==> config.mk <==
export PLATFORM = sky130hd
export DESIGN_NAME = dm_port_arbiter
export DESIGN_NICKNAME = d
export VERILOG_FILES = /design/src/rtl/dm_port_arbiter.sv
export SDC_FILE = /design/constraint.sdc
export NUM_CORES = 1
export LEC_CHECK = 0
export CORE_MARGIN = 3
export CORE_UTILIZATION = 44
export CTS_CLUSTER_SIZE = 14
export DETAILED_ROUTE_END_ITERATION = 16
export GPL_ROUTABILITY_DRIVEN = 0
export HOLD_SLACK_MARGIN = 0.15
export PLACE_DENSITY_LB_ADDON = 0.08
export SYNTH_ARGS = -nofsm -noshare
export SYNTH_HDL_FRONTEND = slang
export SYNTH_SLANG_ARGS = --single-unit
==> constraint.sdc <==
create_clock -name clk -period 4.1 [get_ports clk]
set_input_delay 0.41 -clock clk [delete_from_list [all_inputs] [get_ports clk]]
set_output_delay 0.41 -clock clk [all_outputs]
set_load 0.01 [all_outputs]
==> src/rtl/dm_port_arbiter.sv <==
// rtl/dm_port_arbiter.sv - arbitrates the single-port data memory between the CPU MEM stage and a DMA master
// Sequences fixed-latency DM reads and stalls the pipeline while its access is outstanding.
module dm_port_arbiter #(
  parameter int ADDR_W     = 16,
  parameter int DATA_W     = 16,
  parameter int RD_LAT     = 1,
  parameter int STARVE_LIM = 4
) (
  input  logic              clk,
  input  logic              rst,
  input  logic              cpu_re,
  input  logic              cpu_we,
  input  logic [ADDR_W-1:0] cpu_addr,
  input  logic [DATA_W-1:0] cpu_wdata,
  output logic [DATA_W-1:0] cpu_rdata,
  output logic              cpu_stall,
  input  logic              dma_req,
  input  logic              dma_we,
  input  logic [ADDR_W-1:0] dma_addr,
  input  logic [DATA_W-1:0] dma_wdata,
  output logic              dma_gnt,
  output logic              dma_rvalid,
  output logic [DATA_W-1:0] dma_rdata,
  output logic              mem_re,
  output logic              mem_we,
  output logic [ADDR_W-1:0] mem_addr,
  output logic [DATA_W-1:0] mem_wdata,
  input  logic [DATA_W-1:0] mem_rdata
);

  localparam int LAT_W = 3;
  localparam int SC_W  = $clog2(STARVE_LIM + 1);

  typedef enum logic [1:0] {
    IDLE     = 2'd0,
    RD_WAIT  = 2'd1,
    CPU_DONE = 2'd2
  } state_t;

  state_t            state_q, state_d;
  logic              owner_q, owner_d;
  logic [LAT_W-1:0]  lat_q, lat_d;
  logic [SC_W-1:0]   starve_q, starve_d;
  logic [DATA_W-1:0] cpu_rdata_q, cpu_rdata_d;
  logic [DATA_W-1:0] dma_rdata_q, dma_rdata_d;
  logic              dma_rvalid_q, dma_rvalid_d;
  logic [ADDR_W-1:0] addr_q, addr_d;
  logic [DATA_W-1:0] wdata_q, wdata_d;

  logic can_issue;
  logic cpu_req;
  logic starved;
  logic dma_win;
  logic cpu_win;
  logic issue;
  logic issue_wr;
  logic stall_raw;

  // In CPU_DONE the held cpu_re belongs to the read just completed, so it is not a new request.
  assign can_issue = (state_q != RD_WAIT);
  assign cpu_req   = (state_q == IDLE) && (cpu_re || cpu_we);
  assign starved   = (starve_q == SC_W'(STARVE_LIM));
  assign dma_win   = can_issue && dma_req && (starved || !cpu_req);
  assign cpu_win   = cpu_req && !dma_win;
  assign issue     = cpu_win || dma_win;
  assign issue_wr  = cpu_win ? cpu_we : dma_we;

  always_comb begin
    stall_raw = 1'b0;
    case (state_q)
      IDLE:     stall_raw = cpu_req && !(cpu_win && cpu_we);
      RD_WAIT:  stall_raw = !owner_q || cpu_re || cpu_we;
      default:  stall_raw = 1'b0;
    endcase
  end

  assign cpu_stall  = stall_raw && !rst;
  assign dma_gnt    = dma_win && !rst;
  assign mem_we     = issue && issue_wr && !rst;
  assign mem_re     = issue && !issue_wr && !rst;
  assign mem_addr   = addr_d;
  assign mem_wdata  = wdata_d;
  assign cpu_rdata  = cpu_rdata_q;
  assign dma_rdata  = dma_rdata_q;
  assign dma_rvalid = dma_rvalid_q;

  always_comb begin
    state_d      = state_q;
    owner_d      = owner_q;
    lat_d        = lat_q;
    starve_d     = starve_q;
    cpu_rdata_d  = cpu_rdata_q;
    dma_rdata_d  = dma_rdata_q;
    dma_rvalid_d = 1'b0;
    addr_d       = addr_q;
    wdata_d      = wdata_q;

    if (issue) begin
      addr_d  = cpu_win ? cpu_addr : dma_addr;
      wdata_d = cpu_win ? cpu_wdata : dma_wdata;
    end

    // Starvation only accrues on cycles where the DMA could have issued but lost.
    if (!dma_req || dma_win) begin
      starve_d = '0;
    end else if (can_issue && !starved) begin
      starve_d = starve_q + SC_W'(1);
    end

    case (state_q)
      RD_WAIT: begin
        if (lat_q == LAT_W'(RD_LAT)) begin
          if (owner_q) begin
            dma_rdata_d  = mem_rdata;
            dma_rvalid_d = 1'b1;
            state_d      = IDLE;
          end else begin
            cpu_rdata_d = mem_rdata;
            state_d     = CPU_DONE;
          end
        end else begin
          lat_d = lat_q + LAT_W'(1);
        end
      end
      IDLE, CPU_DONE: begin
        if (issue && !issue_wr) begin
          state_d = RD_WAIT;
          owner_d = dma_win;
          lat_d   = LAT_W'(1);
        end else begin
          state_d = IDLE;
        end
      end
      default: state_d = IDLE;
    endcase
  end

  always_ff @(posedge clk or posedge rst) begin
    if (rst) begin
      state_q      <= IDLE;
      owner_q      <= 1'b0;
      lat_q        <= '0;
      starve_q     <= '0;
      cpu_rdata_q  <= '0;
      dma_rdata_q  <= '0;
      dma_rvalid_q <= 1'b0;
      addr_q       <= '0;
      wdata_q      <= '0;
    end else begin
      state_q      <= state_d;
      owner_q      <= owner_d;
      lat_q        <= lat_d;
      starve_q     <= starve_d;
      cpu_rdata_q  <= cpu_rdata_d;
      dma_rdata_q  <= dma_rdata_d;
      dma_rvalid_q <= dma_rvalid_d;
      addr_q       <= addr_d;
      wdata_q      <= wdata_d;
    end
  end

endmodule
==> metrics.md <==
| Metric | Value |
|---|---|
| Status | `finished clean` |
| Filler cells | `508` |
| CTS Sinks | `74` |
| Top cell type by total area after synthesis | `dfrtp_1` |
| Die width | `91.71 microns` |
| Async set-reset flop share out of synthesis | `100.0%` |
| Largest cells by area after synthesis | `dfrtp_1 (57%), mux2_2 (11%), a22o_1 (8.7%), a21o_1 (7.7%), ha_1 (1.5%)` |
| Netlist cell types | `36` |
| DRC | `0` |
| Crit path time final | `3.374 ns` |
| TritonCTS buffer count | `9` |
| Area share of the largest cell type after synthesis | `57.30%` |
| Leakage Power | `2.287 nW` |
| CTS H-tree depth | `3` |
| MaxCap Viol Count | `0` |
| Seq/Total Area, Yosys | `57.30%` |
| Initial antenna violation count | `0` |
| Hold Crit Class | `flop to flop` |
| Skew final | `0.01476 ns` |
| Vias in the first global route | `2698` |
| Wirelength per Cell | `17.31 microns` |
| Max-slew violations | `0` |
| Synth Flop Type | `dfrtp_1` |
| Most common cell after layout, fill and taps aside | `clkdlybuf4s50_1` |
| NumNets Final | `490` |
| Top routing layer used | `met4` |
| CP endpoint kind | `primary output` |
| VDD IR-drop max | `0.4727 mV` |
| GRT overflow | `0` |
| Number of flops mapped to enable cells by yosys | `0` |
| Port bufs | `154` |
| Routed wire length | `8673 microns` |
| PD cells | `769.1 nW/um^2` |
| CTS Buffer Depth | `2` |
| Final instance area | `5072 sq um` |
| Final Hold Fails | `0` |
| Vias/cell | `5.246` |
| Area grow syn2layout | `56.95%` |
| RSZ-0062 raised after global routing | `false` |
| Antenna-violating nets left | `0` |
| Setup TNS | `0 ns` |
| Worst Max-Slew Pin Slew | `0.9301 ns` |
| Post-CTS setup buffers | `0` |
| Max Freq | `0.2964 GHz` |
| Root Buffer | `clkbuf_8` |
| Worst EP arrival | `2.96 ns` |
| CTS tree | `done` |
| Endpoints failing setup | `0` |
| Routed length on met3 | `701 microns` |
| Cell Area, Placed | `4862 sq um` |
| Largest net degree at the start of global routing | `75` |
| Synth Register Bits | `74` |
| Layout cells sized above 1 | `14.57%` |
| Max-slew headroom | `38.00%` |
| First-pass GRT wire length | `13790 microns` |
| Synth Cell Area | `3232 sq um` |
| Die area | `8410 sq um` |
| # resized after CTS | `0` |
| DR vias | `2628` |
| Site Rows | `30` |
| # diodes | `0` |
| Clock Latency Late Sink | `0.34 ns` |
| Setup crit start kind | `input port` |
| Hold_buf cts | `0` |
| Syn Area/Cell | `13.14 sq um` |
| Die height | `91.71 microns` |
| Period utilization | `82.30%` |
| Most frequent cells in the layout | `clkdlybuf4s50_1 (154), dfrtp_1 (74), mux2_2 (33), a21o_1 (33), a22o_1 (32)` |
| 1st-pass router iterations | `4` |
| HPWL after detailed placement | `6378 microns` |
| Mapped Cells | `246` |
| Crit path max fanout | `20` |
| Global Route Usage Sum | `20.60%` |
| Required time of the critical path | `3.69 ns` |
| Detailed Route Iter0 Violations | `79` |
| Syn. warnings | `0` |
| M1 WL | `3531 microns` |
| Clk slew on worst S/H paths | `0.08 ns` |
| CORE AREA | `6944 sq um` |
| Number of I/O pins | `155` |
| Syn Nets | `336` |
| WS Path Type | `input port to primary output` |
| Initial core utilization | `46.54%` |
| Metal2 WL | `4334 microns` |
power by group:
group | switching (mW) | internal, mW | total (mW)
clock | 0.285 | 0.304 | 0.589
combinational | 0.872 | 1.20 | 2.07
sequential | 0.156 | 1.08 | 1.24
cell type report:
type | instances | area, sq um | share of cell area, %
sequential | 74 | 1852 | 36.51
multi-input combinational | 147 | 1252 | 24.69
clock inverter | 6 | 72.57 | 1.431
clock buffer | 10 | 137.6 | 2.713
timing repair buffer | 159 | 1604 | 31.62
inverter | 9 | 33.78 | 0.6660
tap | 96 | 120.1 | 2.368
critical path, stage by stage:
cell             delay, ns
clkdlybuf4s50_1       0.52
or2_1                 0.32
and3_1                0.64
buf_12                0.24
a22o_1                0.16
a21o_1                0.11
clkdlybuf4s50_1       0.56
state kept, by name, summed over array words and instances (netlist names):
| register | count |
|---|---|
| addr_q | 16 |
| cpu_rdata | 16 |
| dma_rdata | 16 |
| wdata_q | 16 |
| lat_q | 3 |
| starve_q | 3 |
| state_q | 2 |
| dma_rvalid | 1 |
| owner_q | 1 |
stage by stage:
stage	utilization [%]	total power [mW]	hold WS, ns	instances	setup WS (ns)
finish	73.05	3.901	0.4740	501	0.7257
floorplan	-	2.290	0.5047	246	1.390
detailed placement	70.02	3.344	0.4629	485	0.6953
global placement	70.02	3.288	0.4532	485	0.7422
CTS	73.05	3.946	0.4809	501	0.6964
global route	73.05	4.144	0.4907	501	0.5715
synthesized netlist by cell type, types with 3 or more instances:
cell	number
buf_2	9
clkbuf_1	3
nand2_1	5
a21oi_1	6
a22o_1	32
ha_1	4
inv_1	9
nor3b_1	3
dfrtp_1	74
o21ai_0	3
a21o_1	33
mux2_2	33
nand4_1	3
worst paths after layout:
path	start	end	slack, ns	cells after the start
max	cpu_we	mem_addr[13]	0.73	7
min	wdata_q[15]	wdata_q[15]	0.47	1
max reg2reg	state_q[0]	cpu_rdata[0]	1.67	3
min reg2reg	wdata_q[15]	wdata_q[15]	0.47	1
max in group asynchronous	rst	lat_q[2]	2.70	3
min in group asynchronous	rst	wdata_q[5]	0.80	3
layer usage:
metal,track usage (%),vias up
met1,25.03,1305
li1,-,1220
met2,34.57,94
met3,7.629,9
met5,0,-
met4,5.446,0
logic make-up (layout without fill, tap and decap cells):
| family | Yosys count | after routing | synth area share (%) |
|---|---|---|---|
| mux | 34 | 34 | 11.81 |
| fa+ha+maj | 4 | 4 | 1.549 |
| buf+inv | 25 | 184 | 3.949 |
| flops | 74 | 74 | 57.30 |
| simple gates | 28 | 28 | 5.304 |
| compound gates | 81 | 81 | 20.09 |
No activity file was read; power rests on OpenSTA's default activity.
